### config.mk
export PLATFORM = sky130hd
export DESIGN_NAME = kbd_event_scheduler
export DESIGN_NICKNAME = d
export VERILOG_FILES = /design/src/rtl/kbd_pkg.sv /design/src/rtl/kbd_inj_fifo.sv /design/src/rtl/kbd_event_scheduler.sv
export SDC_FILE = /design/constraint.sdc
export NUM_CORES = 1
export LEC_CHECK = 0
export ABC_AREA = 0
export BUFFER_PORTS_ARGS = -buffer_cell sky130_fd_sc_hd__buf_2
export CAP_MARGIN = 20
export CORE_ASPECT_RATIO = 0.7
export CORE_MARGIN = 1
export CORE_UTILIZATION = 30
export DETAILED_ROUTE_END_ITERATION = 16
export SYNTH_ARGS = -nofsm -noshare
export SYNTH_HDL_FRONTEND = slang
export SYNTH_SLANG_ARGS = --single-unit
### constraint.sdc
create_clock -name clock -period 3.7 [get_ports clock]
set_clock_uncertainty 0.05 [all_clocks]
set_input_delay 0.74 -clock clock [delete_from_list [all_inputs] [get_ports clock]]
set_output_delay 0.74 -clock clock [all_outputs]
set_load 0.02 [all_outputs]
### src/rtl/kbd_pkg.sv
// Shared types and constants for the keyboard event scheduler.
package kbd_pkg;

   typedef enum logic [2:0] {
      ST_ARM,
      ST_IDLE,
      ST_SH_DN,
      ST_KEY_DN,
      ST_HOLD,
      ST_KEY_UP,
      ST_SH_UP,
      ST_GAP
   } kbd_state_t;

   localparam logic [7:0] SC_LSHIFT = 8'h12;

   localparam int EV_TOG  = 10;
   localparam int EV_REL  = 9;
   localparam int EV_EXT  = 8;

   // FIFO entry layout: {shift, code}
   localparam int ENTRY_W = 9;

   // Low ten bits of an injected event word; injected keys are never extended.
   function automatic logic [9:0] inj_word(input logic rel, input logic [7:0] code);
      logic [9:0] w;
      w         = {2'b00, code};
      w[EV_REL] = rel;
      w[EV_EXT] = 1'b0;
      return w;
   endfunction

endpackage

### src/rtl/kbd_inj_fifo.sv
// Injection queue: DEPTH x {shift,code}, show-ahead read, flush clears it in one edge.
module kbd_inj_fifo
   import kbd_pkg::*;
#(
   parameter int DEPTH = 16
) (
   input  logic               clock,
   input  logic               reset,
   input  logic               flush,
   input  logic               wr_en,
   input  logic [ENTRY_W-1:0] wr_data,
   input  logic               rd_en,
   output logic [ENTRY_W-1:0] rd_data,
   output logic               full,
   output logic               empty
);

   localparam int AW = $clog2(DEPTH);
   localparam logic [AW:0] PTR_ONE = 1;

   logic [ENTRY_W-1:0] mem [DEPTH];
   logic [AW:0]        wr_ptr;
   logic [AW:0]        rd_ptr;

   assign empty   = (wr_ptr == rd_ptr);
   assign full    = (wr_ptr[AW] != rd_ptr[AW]) && (wr_ptr[AW-1:0] == rd_ptr[AW-1:0]);
   assign rd_data = mem[rd_ptr[AW-1:0]];

   // Storage array; a write that coincides with a flush is discarded.
   always_ff @(posedge clock) begin
      if (wr_en && !full && !flush) begin
         mem[wr_ptr[AW-1:0]] <= wr_data;
      end
   end

   // Read/write pointers with an extra wrap bit to tell full from empty.
   always_ff @(posedge clock or posedge reset) begin
      if (reset) begin
         wr_ptr <= '0;
         rd_ptr <= '0;
      end else if (flush) begin
         wr_ptr <= '0;
         rd_ptr <= '0;
      end else begin
         if (wr_en && !full) wr_ptr <= wr_ptr + PTR_ONE;
         if (rd_en && !empty) rd_ptr <= rd_ptr + PTR_ONE;
      end
   end

endmodule

### src/rtl/kbd_event_scheduler.sv
// Merges live PS/2 events with queued injected keys into one toggle-encoded event word.
//
// state     | meaning
// ----------+-----------------------------------------------------------
// ST_ARM    | first cycle after reset, seeds the host toggle reference
// ST_IDLE   | waiting for a queued entry
// ST_SH_DN  | emit left-shift press
// ST_KEY_DN | emit key press, load hold counter
// ST_HOLD   | key held down, counting
// ST_KEY_UP | emit key release
// ST_SH_UP  | emit left-shift release
// ST_GAP    | idle spacing after the final release, counting
module kbd_event_scheduler
   import kbd_pkg::*;
#(
   parameter logic [15:0] HOLD  = 16'd24000,
   parameter logic [15:0] GAP   = 16'd24000,
   parameter int          DEPTH = 16
) (
   input  logic        clock,
   input  logic        reset,
   input  logic [10:0] ps2_in,
   input  logic        inj_valid,
   output logic        inj_ready,
   input  logic [7:0]  inj_code,
   input  logic        inj_shift,
   input  logic        abort,
   output logic [10:0] ps2_out,
   output logic        busy
);

   logic [10:0]        ps2_q;
   logic               prev_tog;
   logic               ev_q;
   logic [9:0]         ev_data;

   kbd_state_t         state;
   kbd_state_t         state_nx;
   logic [15:0]        cnt;
   logic [15:0]        cnt_nx;
   logic [7:0]         cur_code;
   logic               cur_shift;
   logic               abt_q;
   logic               abt_eff;

   logic               emit;
   logic [9:0]         emit_data;
   logic               pop;
   logic               fifo_wr;
   logic [ENTRY_W-1:0] fifo_rdata;
   logic               fifo_full;
   logic               fifo_empty;

   assign inj_ready = !fifo_full && (state != ST_ARM);
   assign fifo_wr   = inj_valid && inj_ready && !abort;
   assign busy      = !fifo_empty || ((state != ST_IDLE) && (state != ST_ARM));
   assign abt_eff   = abort || abt_q;

   kbd_inj_fifo #(
      .DEPTH (DEPTH)
   ) u_fifo (
      .clock   (clock),
      .reset   (reset),
      .flush   (abort),
      .wr_en   (fifo_wr),
      .wr_data ({inj_shift, inj_code}),
      .rd_en   (pop),
      .rd_data (fifo_rdata),
      .full    (fifo_full),
      .empty   (fifo_empty)
   );

   // Host toggle detector; ARM seeds the reference so the reset value of ps2_in is never an event.
   always_ff @(posedge clock or posedge reset) begin
      if (reset) begin
         ps2_q    <= '0;
         prev_tog <= 1'b0;
         ev_q     <= 1'b0;
         ev_data  <= '0;
      end else begin
         ps2_q    <= ps2_in;
         prev_tog <= (state == ST_ARM) ? ps2_in[EV_TOG] : ps2_q[EV_TOG];
         ev_q     <= (state != ST_ARM) && (ps2_q[EV_TOG] != prev_tog);
         ev_data  <= ps2_q[9:0];
      end
   end

   // FSM state, counter, current entry and the sticky abort flag that skips GAP.
   always_ff @(posedge clock or posedge reset) begin
      if (reset) begin
         state     <= ST_ARM;
         cnt       <= '0;
         cur_code  <= '0;
         cur_shift <= 1'b0;
         abt_q     <= 1'b0;
      end else begin
         state <= state_nx;
         cnt   <= cnt_nx;
         if (pop) begin
            cur_shift <= fifo_rdata[ENTRY_W-1];
            cur_code  <= fifo_rdata[7:0];
         end
         if (abort) abt_q <= 1'b1;
         else if (state == ST_IDLE) abt_q <= 1'b0;
      end
   end

   // Next-state and emit decode; emit states hold whenever a host event owns the output.
   always_comb begin
      state_nx  = state;
      cnt_nx    = cnt;
      emit      = 1'b0;
      emit_data = '0;
      pop       = 1'b0;
      case (state)
         ST_ARM: state_nx = ST_IDLE;
         ST_IDLE: begin
            if (!abort && !fifo_empty) begin
               pop      = 1'b1;
               state_nx = fifo_rdata[ENTRY_W-1] ? ST_SH_DN : ST_KEY_DN;
            end
         end
         ST_SH_DN: begin
            if (abort) begin
               state_nx = ST_IDLE;
            end else if (!ev_q) begin
               emit      = 1'b1;
               emit_data = inj_word(1'b0, SC_LSHIFT);
               state_nx  = ST_KEY_DN;
            end
         end
         ST_KEY_DN: begin
            if (abort) begin
               state_nx = ST_KEY_UP;
            end else if (!ev_q) begin
               emit      = 1'b1;
               emit_data = inj_word(1'b0, cur_code);
               cnt_nx    = HOLD;
               state_nx  = ST_HOLD;
            end
         end
         ST_HOLD: begin
            if (abort || cnt <= 16'd1) state_nx = ST_KEY_UP;
            else cnt_nx = cnt - 16'd1;
         end
         ST_KEY_UP: begin
            if (!ev_q) begin
               emit      = 1'b1;
               emit_data = inj_word(1'b1, cur_code);
               if (cur_shift) begin
                  state_nx = ST_SH_UP;
               end else if (abt_eff) begin
                  state_nx = ST_IDLE;
               end else begin
                  state_nx = ST_GAP;
                  cnt_nx   = GAP;
               end
            end
         end
         ST_SH_UP: begin
            if (!ev_q) begin
               emit      = 1'b1;
               emit_data = inj_word(1'b1, SC_LSHIFT);
               if (abt_eff) begin
                  state_nx = ST_IDLE;
               end else begin
                  state_nx = ST_GAP;
                  cnt_nx   = GAP;
               end
            end
         end
         ST_GAP: begin
            if (abort || cnt <= 16'd1) state_nx = ST_IDLE;
            else cnt_nx = cnt - 16'd1;
         end
         default: state_nx = ST_IDLE;
      endcase
   end

   // Output word: each emitted event flips the toggle bit; host events take priority.
   always_ff @(posedge clock or posedge reset) begin
      if (reset) begin
         ps2_out <= '0;
      end else if (ev_q) begin
         ps2_out <= {~ps2_out[EV_TOG], ev_data};
      end else if (emit) begin
         ps2_out <= {~ps2_out[EV_TOG], emit_data};
      end
   end

endmodule

==> results of run 1 <==
-- routing by layer --
metal	GRT usage [%]	vias to the layer above
met5	0	-
met4	2.556	0
met3	3.227	25
met2	18.31	119
met1	19.55	2640
li1	-	2337
-- how the worst min path moves through the flow --
| stage | endpoint | slack (ns) | cells after the start |
|---|---|---|---|
| 2_1_floorplan | ev_data[0]$_DFF_PP0_ | 0.28 | 0 |
| 4_1_cts | ps2_q[8]$_DFF_PP0_ | 0.27 | 1 |
| 6_report | ps2_q[6]$_DFF_PP0_ | 0.29 | 1 |
| 5_1_grt | ps2_q[8]$_DFF_PP0_ | 0.26 | 1 |
| 3_5_place_dp | ev_data[0]$_DFF_PP0_ | 0.28 | 0 |
| 3_3_place_gp | ev_data[8]$_DFF_PP0_ | 0.28 | 0 |
-- synthesized netlist by cell type, types with 3 or more instances --
master and count:
mux4_2 36, nand3_1 6, edfxtp_1 144, inv_1 20, nand2b_1 4, a22o_1 12
nor2_1 35, a31oi_1 5, nor3_1 9, o211ai_1 4, and3_1 5, o31a_1 4
nand2_1 31, o211a_1 4, a221oi_1 10, buf_2 7, o31ai_1 11, mux2i_1 4
xor2_1 4, o21ai_0 24, o22ai_1 3, or3_1 5, a222oi_1 6, dfrtp_1 73
nor2b_1 4, clkbuf_1 23, xnor2_1 8, ha_1 7, a21oi_1 9, a211o_1 4
o41ai_1 4, nor4_1 8, or2_2 3
-- cell usage in the layout, fill, tap and decap left out, drive strengths merged, types with 11 or more instances in the layout --
master,count
nor2,35
inv,22
mux4,36
o21ai,24
o31ai,11
buf,59
edfxtp,144
clkbuf,33
dfrtp,73
a22o,12
nand2,31
-- logic make-up (layout without fill, tap and decap cells) --
| kind of cell | after synthesis | after routing |
|---|---|---|
| simple gates | 121 | 121 |
| xor+xnor | 12 | 12 |
| flops | 217 | 217 |
| fa+ha+maj | 7 | 7 |
| buf+inv | 52 | 117 |
| compound gates | 117 | 117 |
| mux | 42 | 42 |
-- layout make-up --
cell class | count | area share [%]
clock inverters | 5 | 1.011
multi-input cells | 299 | 24.76
flip-flops and latches | 217 | 59.18
clock buffers | 33 | 6.270
repair buffers | 59 | 3.514
well taps | 378 | 4.549
inverters | 20 | 0.7221
-- power by group through the flow --
stage	clock network, mW	registers, mW	logic [mW]
after floorplan	0	3.07	1.11
after global placement	0	3.10	1.52
after detailed placement	0	3.11	1.53
after CTS	2.37	3.06	1.54
after global routing	2.46	3.10	1.69
final	2.31	3.06	1.53
-- worst register-to-register path: cells and delay by family (launching register included) --
kind | cells | cell delay (ns)
AO/OA/AOI/OAI | 1 | 0.08
AND/OR/NAND/NOR | 4 | 1.44
flip-flops | 1 | 0.70
-- flip-flops by register name, indices dropped and copies added (netlist names), 5 cells and up --
register       count
cur_code           8
u_fifo.rd_ptr      5
cnt               16
u_fifo.mem       144
ps2_q             11
u_fifo.wr_ptr      5
ps2_out           11
ev_data           10
==> reports/results.ini, run 1 <==
[logic_synthesis]
ys.warnings.count = 0
seq_area_frac_synth_pct = 69.05
avgSynthCellArea_um2 = 15.68
synth-simple-area-share_pct = 6.813
synth_edf_count = 144
synth_top_area_share_pct = 48.55
synth.area.top_cells = edfxtp_1 (49%), dfrtp_1 (21%), mux4_2 (9.1%)
synth-xor-area-share_pct = 1.180
ys_types = 57
ys_async_sr_fraction_pct = 33.64
yosys.area.top_type = edfxtp_1
ys.flop_type = edfxtp_1
synth_fa_ha_area_share_pct = 0.9833
synthesis.instances = 568
synth_fp_nets = 599
synth_top_family_by_area = compound AO/OA/AOI/OAI gates
synth-seq-cells = 217
synthMuxAreaShare_pct = 9.805
synth_area_mm2 = 0.008907
synth_compound_area_share_pct = 9.833

[timing]
setup-tns-final_ns = 0
fin_crit_sh_pct = 80.26
max_slew_margin_pct = 37.15
hold_ws_ns = 0.2902
finalMaxSlewViolations = 0
worst_slack_ns = 0.7304
rsz0062_at_grt = no
fmax_ghz = 0.3367
hold_violations = 0
finalWorstPathRequiredPeriod_ns = 2.970
finalSetupViolCount = 0
worstMarginPinSlew_ns = 0.9393

[floorplanning]
die_y_um = 146.2
dieArea_mm2 = 0.03040
rows = 52
core_mm2 = 0.02902
start_util_pct = 30.70
die_w_um = 208.0
pin_count = 37

[power_and_ir_drop]
peakVddDrop_v = 0.0002827
power_frac_seq_pct = 44.4
combPwrFrac_pct = 22.1
finalPower_mw = 6.908
power_switching_mw = 2.045
p_sw_share_pct = 29.61
p_leak_nw = 3.779
p_clk_share_pct = 33.5
powerDensity_mw_per_mm2 = 664.5
p_int_mw = 4.863

[routing]
first_iter_violations = 413
drt-total-wl_um = 19210
wl_met3_um = 1198
firstDrtPassIters = 7
vias = 5121
wl_per_cell_um = 19.00
vias_per_cell = 5.065
highest_layer = met4
drtAntennaViolNets = 0
met2WireLength_um = 8209
drc = 0
drt-met1-wl_um = 9529

[worst_setup_path]
critPathKind = flip-flop to output pin
reg2regPathDepth = 5
endpoint = busy
arrival_ns = 2.18
crit_path_start = u_fifo.wr_ptr[2]$_DFFE_PP0P_
cp.required_ns = 2.91
critPathCaptureType = output pin
slowest_stage = dfrtp_1
path_depth = 5
critPathMaxStageDelay_ns = 0.59
r2r_slack_ns = 1.05
timing.rr.end = u_fifo.mem[15][4]$_DFFE_PP_
path_max_fanout = 11
crit_family = simple AND/OR/NAND/NOR gates
r2r_start = state[2]$_DFFE_PP0P_
path_buf_inv = 1
start_kind = flip-flop
path_cells = xnor2_1 > nand4_1 > nor2_1 > nand2_1 > buf_2

[layout]
final.fill_count = 2754
design_area_mm2 = 0.01040
area_growth_pct = 16.72
fin_nets = 649
final_util_pct = 35.83
antennaDiodeCount = 0
multiInputGateArea_mm2 = 0.002574
fin_cells = 1011
drive_above_1_share_pct = 23.06
ff_latch_area_mm2 = 0.006152

[flow_run]
max_cap_violations = 0

[place]
place.port_buffers = 36
post-place-ws_ns = 0.9332
place_area_mm2 = 0.009639
dp_cells = 973
gp_congestion = 0.8047
dp_hpwl_um = 12680

[grt]
grt_pass1_vias = 5040
antenna_found_initial = 0
grt_usage_pct = 12.81
gr-total-overflow = 0
grt_pass1_wl_um = 30260
grt_max_degree = 40

[clocking]
cts_tree = built
numCtsBuffers = 21
post-cts-setup-buffer-count = 0
root_buffer = clkbuf_16
clockBufferDepth = 3
cts_resized = 0
cts_max_level = 1
cts_sinks = 217
clk_pin_slew_ns = 0.06
hold_buffers = 0
clock_latency_ns = 0.51

[hold_path]
min_from = ps2_in[6]
hold_path_class = input pin to flip-flop

[outcome]
status = finished, final reports clean

Power figures use the tool's default switching activity.
==> run 2: changes to the inputs <==
Settings changed: ABC_AREA 0 to 1.
Clock period 3.7 ns to 2.8 ns, I/O delays scaled along.
==> run 2 against run 1 <==
Non-clock buffer count is 2 higher. Critical path depth rose by 3. Sequential power increased by 33%. Sequential cell count is the same. Register-to-register slack lost 0.41 ns. Synthesized area is 5.2% higher. Cell area grew 4.2%. Wire length up 9.3%.
==> reports/results.ini, run 2 <==
[worst_setup_path]
path_max_fanout = 6  ; -5
critPathCaptureType = output pin
arrival_ns = 1.90  ; -0.28 ns
critPathKind = flip-flop to output pin
start_kind = flip-flop
cp.required_ns = 2.19  ; -0.72 ns

[logic_synthesis]
synth.most_common_cell = nand2_1
ys.warnings.count = 0  ; unchanged
synth_top_area_share_pct = 46.14  ; -2.4 points
synth_common_cells = nand2_1 (196), nor2_1 (155), edfxtp_1 (144), o21ai_0 (76), dfrtp_1 (73)
ys_types = 36  ; -37%
avgSynthCellArea_um2 = 10.42  ; -34%
synth-seq-cells = 217  ; unchanged
synthesis.instances = 899  ; +58%
synth_fp_nets = 930  ; +55%
seq_area_frac_synth_pct = 65.63  ; -3.4 points
synth_area_mm2 = 0.009371  ; +5.2%
synth_edf_count = 144  ; unchanged
synth.area.top_cells = edfxtp_1 (46%), dfrtp_1 (19%), nand2_1 (7.9%)
ys.flop_type = edfxtp_1
yosys.area.top_type = edfxtp_1
ys_async_sr_fraction_pct = 33.64  ; unchanged

[clocking]
post-cts-setup-buffer-count = 0  ; unchanged
clock_latency_ns = 0.51  ; about the same
cts_tree = built
numCtsBuffers = 24  ; +14%
cts_max_level = 1  ; unchanged
hold_buffers = 0  ; unchanged
clk_pin_slew_ns = 0.06  ; about the same
clockBufferDepth = 3  ; unchanged
cts_sinks = 217  ; unchanged
root_buffer = clkbuf_16
cts_resized = 0  ; unchanged

[layout]
final.fill_count = 3111  ; +13%
layout_commonest_cell = nand2_1
area_growth_pct = 15.59
design_area_mm2 = 0.01083  ; +4.2%
drive_above_1_share_pct = 14.11  ; -9.0 points
antennaDiodeCount = 0  ; unchanged
largest_reg_flops = 144  ; unchanged
final_cell_mix = nand2_1 (196), nor2_1 (155), edfxtp_1 (144)
fin_nets = 977  ; +51%

[grt]
grt_max_degree = 77  ; +93%
grt_pass1_vias = 6069  ; +20%
grt_pass1_wl_um = 34090  ; +13%
gr-total-overflow = 0  ; unchanged
grt_usage_pct = 13.60  ; +0.80 points
antenna_found_initial = 0  ; unchanged

[floorplanning]
pin_count = 37  ; unchanged
core_mm2 = 0.03037  ; +4.7%
start_util_pct = 30.86  ; +0.16 points
rows = 53  ; +1.9%
die_y_um = 149.9  ; +2.5%
die_w_um = 213.3  ; +2.5%
dieArea_mm2 = 0.03196  ; +5.2%

[timing]
hold_ws_ns = 0.05463  ; -0.2355 ns
hold_violations = 0  ; unchanged
rsz0062_at_grt = no
max_slew_margin_pct = 44.67  ; +7.5 points
worst_slack_ns = 0.2912  ; -0.4393 ns
worstMarginPinSlew_ns = 0.8299  ; -0.1094 ns
finalMaxSlewViolations = 0  ; unchanged
fmax_ghz = 0.3986
fin_crit_sh_pct = 89.60
finalSetupViolCount = 0  ; unchanged
setup-tns-final_ns = 0  ; unchanged
finalWorstPathRequiredPeriod_ns = 2.509

[place]
post-place-ws_ns = 0.6363  ; -0.2969 ns
place_area_mm2 = 0.01008  ; +4.5%
gp_congestion = 0.8335  ; +3.6%
dp_hpwl_um = 13590  ; +7.2%
place.port_buffers = 36  ; unchanged

[flow_run]
max_cap_violations = 0  ; unchanged

[power_and_ir_drop]
peakVddDrop_v = 0.0006046  ; +110%
power_frac_seq_pct = 41.9  ; -2.5 points
combPwrFrac_pct = 27.1  ; +5.0 points
power_switching_mw = 3.362  ; +64%
p_leak_nw = 4.261  ; +13%
powerDensity_mw_per_mm2 = 896.8  ; +35%
p_int_mw = 6.353  ; +31%
p_sw_share_pct = 34.60  ; +5.0 points
p_clk_share_pct = 31.0  ; -2.5 points

[routing]
first_iter_violations = 521  ; +26%
firstDrtPassIters = 5  ; -2
wl_per_cell_um = 15.26  ; -20%
vias_per_cell = 4.637  ; -8.5%
vias = 6380  ; +25%
drc = 0  ; unchanged
drt-total-wl_um = 21000  ; +9.3%
drtAntennaViolNets = 0  ; unchanged

[hold_path]
hold_path_class = input pin to asynchronous set/reset pin

[outcome]
status = finished, final reports clean

==> run 2: cell count changes after synthesis, sizes merged, moves of 12 or more <==
cell,previous run,this run
o21ai,24,87
buf,9,21
nand3,6,66
nor2,35,163
mux4,36,0
nand2,31,202
inv,20,48
o211ai,4,32
==> run 2: kinds of logic (layout without fill, tap and decap cells) <==
logic type	after synthesis	count (layout)	share of synthesized area, %
AOI/OAI and AO/OA	128	128	8.171
and+or+nand+nor	444	444	19.75
xor gates and xnor gates	14	14	1.308
DFF	217	217	65.63
buffers and inverters	89	154	4.206
adders and majority gates	7	7	0.9345
==> run 2: critical path, cell delays in order, from the launching register on <==
cell and delay (ns):
dfrtp_1 0.45, inv_1 0.12, nand2_1 0.07, nand2_1 0.06, nor2_1 0.25, nand3b_1 0.12
nand2_1 0.08, inv_2 0.07, buf_2 0.17
==> run 2: area by class of cell <==
class                           count  area [um^2]  area share, %
Clock buffer                       31        668.1          6.168
Clock inverter                     13        88.84         0.8201
Inverter                           49        187.7          1.733
Multi-Input combinational cell    593         2826          26.09
Sequential cell                   217         6153          56.80
Tap cell                          412        515.5          4.759
Timing Repair Buffer               61        392.9          3.627
==> run 2: worst paths after layout <==
kind	from	endpoint	slack (ns)	cells after the start
max	u_fifo.wr_ptr[1]$_DFFE_PP0P_	inj_ready	0.29	8
min	reset	cnt[11]$_DFFE_PP0P_	0.05	2
max reg2reg	u_fifo.wr_ptr[0]$_DFFE_PP0P_	u_fifo.mem[12][5]$_DFFE_PP_	0.64	10
min reg2reg	ps2_q[3]$_DFF_PP0_	ev_data[3]$_DFF_PP0_	0.30	0
max in group asynchronous	reset	u_fifo.rd_ptr[1]$_DFFE_PP0P_	2.01	3
min in group clock	ps2_in[9]	ps2_q[9]$_DFF_PP0_	0.10	1
==> run 2: through the flow <==
step | util, % | power, mW | cells
after floorplan | - | 6.050 | 899
after global placement | 33.18 | 6.730 | 1332
after detailed placement | 33.18 | 6.771 | 1332
after CTS | 35.67 | 9.814 | 1376
after global routing | 35.67 | 10.31 | 1376
final | 35.67 | 9.715 | 1376
==> run 2: power groups by stage <==
stage	Sequential [mW]	Combinational (mW)	Clock, mW
global placement	4.12	2.61	0
finish	4.07	2.64	3.01
CTS	4.06	2.67	3.08
detailed placement	4.12	2.66	0
floorplan	4.09	1.96	0
global route	4.11	3.01	3.19
==> run 2: metal layers <==
| layer | part of all wire, % | global-route usage (%) | up-vias |
|---|---|---|---|
| li1 | - | - | 3141 |
| met1 | 53 | 21.72 | 3065 |
| met2 | 40 | 18.97 | 138 |
| met3 | 4.3 | 1.931 | 36 |
| met4 | 2.2 | 3.321 | 0 |
| met5 | 0 | 0 | - |
==> run 3: changes to the inputs <==
Clock period 2.8 ns to 2.3 ns, I/O delays scaled along.
==> run 3 against run 2 <==
Worst setup slack worse by 0.19 ns. Combinational power up 31%. Sequential share of layout area is 1.6 points lower. Sequential cell count stayed put. Sequential power is 20% higher. Wire length rose by 2.4%. Die area unchanged. First-iteration DRC count rose by 17%. Register-to-register slack worse by 0.34 ns. Critical endpoint unchanged. Largest cell class unchanged.
==> reports/results.ini, run 3 (synthesis results as in run 2) <==
[timing]
max_slew_margin_pct = 73.41  ; +29 points
setup-tns-final_ns = 0  ; unchanged
finalMaxSlewViolations = 0  ; unchanged
fin_crit_sh_pct = 95.49
worst_slack_ns = 0.1038  ; -0.1874 ns
finalWorstPathRequiredPeriod_ns = 2.196
rsz0062_at_grt = no
finalSetupViolCount = 0  ; unchanged
fmax_ghz = 0.4553
hold_violations = 0  ; unchanged
worstMarginPinSlew_ns = 0.3974  ; -0.4326 ns
hold_ws_ns = 0.02270  ; -0.03193 ns

[layout]
drive_above_1_share_pct = 16.19  ; +2.1 points
area_growth_pct = 18.94
final.fill_count = 3059  ; -1.7%
final_cell_mix = nand2_1 (196), nor2_1 (152), edfxtp_1 (144)
antennaDiodeCount = 0  ; unchanged
fin_nets = 1001  ; +2.5%
final_util_pct = 36.70  ; +1.0 points
layout_commonest_cell = nand2_1
largest_reg_flops = 144  ; unchanged

[worst_setup_path]
r2r_slack_ns = 0.30  ; -0.34 ns
critPathCaptureType = output pin
arrival_ns = 1.69  ; -0.21 ns
cp.required_ns = 1.79  ; -0.40 ns
start_kind = flip-flop
critPathKind = flip-flop to output pin
path_max_fanout = 6  ; unchanged

[clocking]
clockBufferDepth = 3  ; unchanged
cts_max_level = 1  ; unchanged
cts_tree = built
cts_sinks = 217  ; unchanged
root_buffer = clkbuf_16
clock_latency_ns = 0.51  ; about the same
numCtsBuffers = 24  ; unchanged
clk_pin_slew_ns = 0.06  ; about the same

[routing]
drt-total-wl_um = 21510  ; +2.4%
firstDrtPassIters = 6  ; +1
wl_per_cell_um = 15.37  ; +0.68%
vias_per_cell = 4.594  ; -0.91%
drtAntennaViolNets = 0  ; unchanged
vias = 6432  ; +0.82%
first_iter_violations = 612  ; +17%
drc = 0  ; unchanged

[power_and_ir_drop]
power_frac_seq_pct = 40.3  ; -1.6 points
peakVddDrop_v = 0.0006434  ; +6.4%
power_switching_mw = 4.214  ; +25%
p_leak_nw = 4.387  ; +3.0%
p_clk_share_pct = 31.1  ; about the same
p_int_mw = 7.940  ; +25%
combPwrFrac_pct = 28.6  ; +1.5 points
powerDensity_mw_per_mm2 = 1090  ; +22%
p_sw_share_pct = 34.67  ; +0.070 points
finalPower_mw = 12.15  ; +25%

[floorplanning]
rows = 53  ; unchanged
start_util_pct = 30.86  ; unchanged
die_w_um = 213.3  ; unchanged
dieArea_mm2 = 0.03196  ; unchanged
die_y_um = 149.9  ; unchanged
pin_count = 37  ; unchanged
core_mm2 = 0.03037  ; unchanged

[place]
gp_congestion = 0.8328  ; about the same
dp_hpwl_um = 13810  ; +1.7%
place.port_buffers = 36  ; unchanged
post-place-ws_ns = 0.1665  ; -0.4698 ns

[grt]
grt_pass1_vias = 6181  ; +1.8%
antenna_found_initial = 0  ; unchanged
grt_pass1_wl_um = 34710  ; +1.8%
grt_usage_pct = 13.84  ; +0.24 points
grt_max_degree = 73  ; -5.2%
gr-total-overflow = 0  ; unchanged

[outcome]
status = finished, final reports clean

[hold_path]
hold_path_class = input pin to flip-flop

[flow_run]
max_cap_violations = 0  ; unchanged

run 3: changes by cell type in the layout (fill, tap and decap cells not counted), moves of 3 or more:
| cell | before | now |
|---|---|---|
| buf_12 | 2 | 5 |
| buf_4 | 23 | 34 |
| clkinv_2 | 8 | 5 |
| clkinvlp_4 | 0 | 3 |
| dfrtp_1 | 71 | 68 |
| dfrtp_2 | 2 | 5 |
| dlygate4sd3_1 | 0 | 10 |
| nor2_1 | 155 | 152 |
run 3: metrics by stage:
| step | instance area (um^2) | cells |
|---|---|---|
| after floorplan | 9375 | 899 |
| after global placement | 10160 | 1338 |
| after detailed placement | 10160 | 1338 |
| after CTS | 11080 | 1396 |
| after global routing | 11150 | 1400 |
| final | 11150 | 1400 |
run 3: power by group through the flow:
stage	sequential [mW]	clock, mW	combinational [mW]
after floorplan	4.97	0	2.39
after global placement	5.00	0	3.32
after detailed placement	4.99	0	3.33
after CTS	4.91	3.86	3.41
after global routing	4.95	4.01	3.94
final	4.90	3.78	3.47
run 3: area by class of cell:
| cell class | instances | area (um^2) | area share, % |
|---|---|---|---|
| clock buffers | 32 | 683.2 | 6.129 |
| multi-input cells | 593 | 2854 | 25.60 |
| inverters | 49 | 190.2 | 1.706 |
| clock inverters | 12 | 105.1 | 0.9429 |
| well taps | 412 | 515.5 | 4.625 |
| repair buffers | 85 | 641.9 | 5.758 |
| flip-flops and latches | 217 | 6157 | 55.24 |
run 3: worst max-delay path: stages, from the launching register on:
cell and delay [ns]:
dfrtp_2 0.45, inv_2 0.09, nand2_1 0.06, nand2_1 0.10, nor2_4 0.05, nand3b_1 0.07, nand2_1 0.06, inv_2 0.13
buf_6 0.15
run 3: routing by layer:
metal  track usage [%]  share of wire [%]
met5                 0                  0
met4             3.321                1.9
met3             2.225                5.0
met2             19.30                 41
met1             21.94                 52
run 3: path summary, 6_finish.rpt:
check                                             startpoint  depth (start not counted)                      endpoint
worst max-delay path            u_fifo.rd_ptr[0]$_DFFE_PP0P_                          8                     inj_ready
worst min-delay path                              ps2_in[10]                          1           ps2_q[10]$_DFF_PP0_
worst max register to register  u_fifo.rd_ptr[0]$_DFFE_PP0P_                         10   u_fifo.mem[13][5]$_DFFE_PP_
worst min register to register            ps2_q[4]$_DFF_PP0_                          0          ev_data[4]$_DFF_PP0_
max in group asynchronous                              reset                          4  u_fifo.wr_ptr[3]$_DFFE_PP0P_
min in group asynchronous                              reset                          4          ev_data[8]$_DFF_PP0_
run 3: timing repair:
action / 4_1_cts / 5_1_grt
setup endpoints to repair: 1 / 15
resized for setup: 3 / 11
hold buffers: 10 / 0
buffers inserted: 4 / 4
endpoints found under the hold margin: 73 / 0
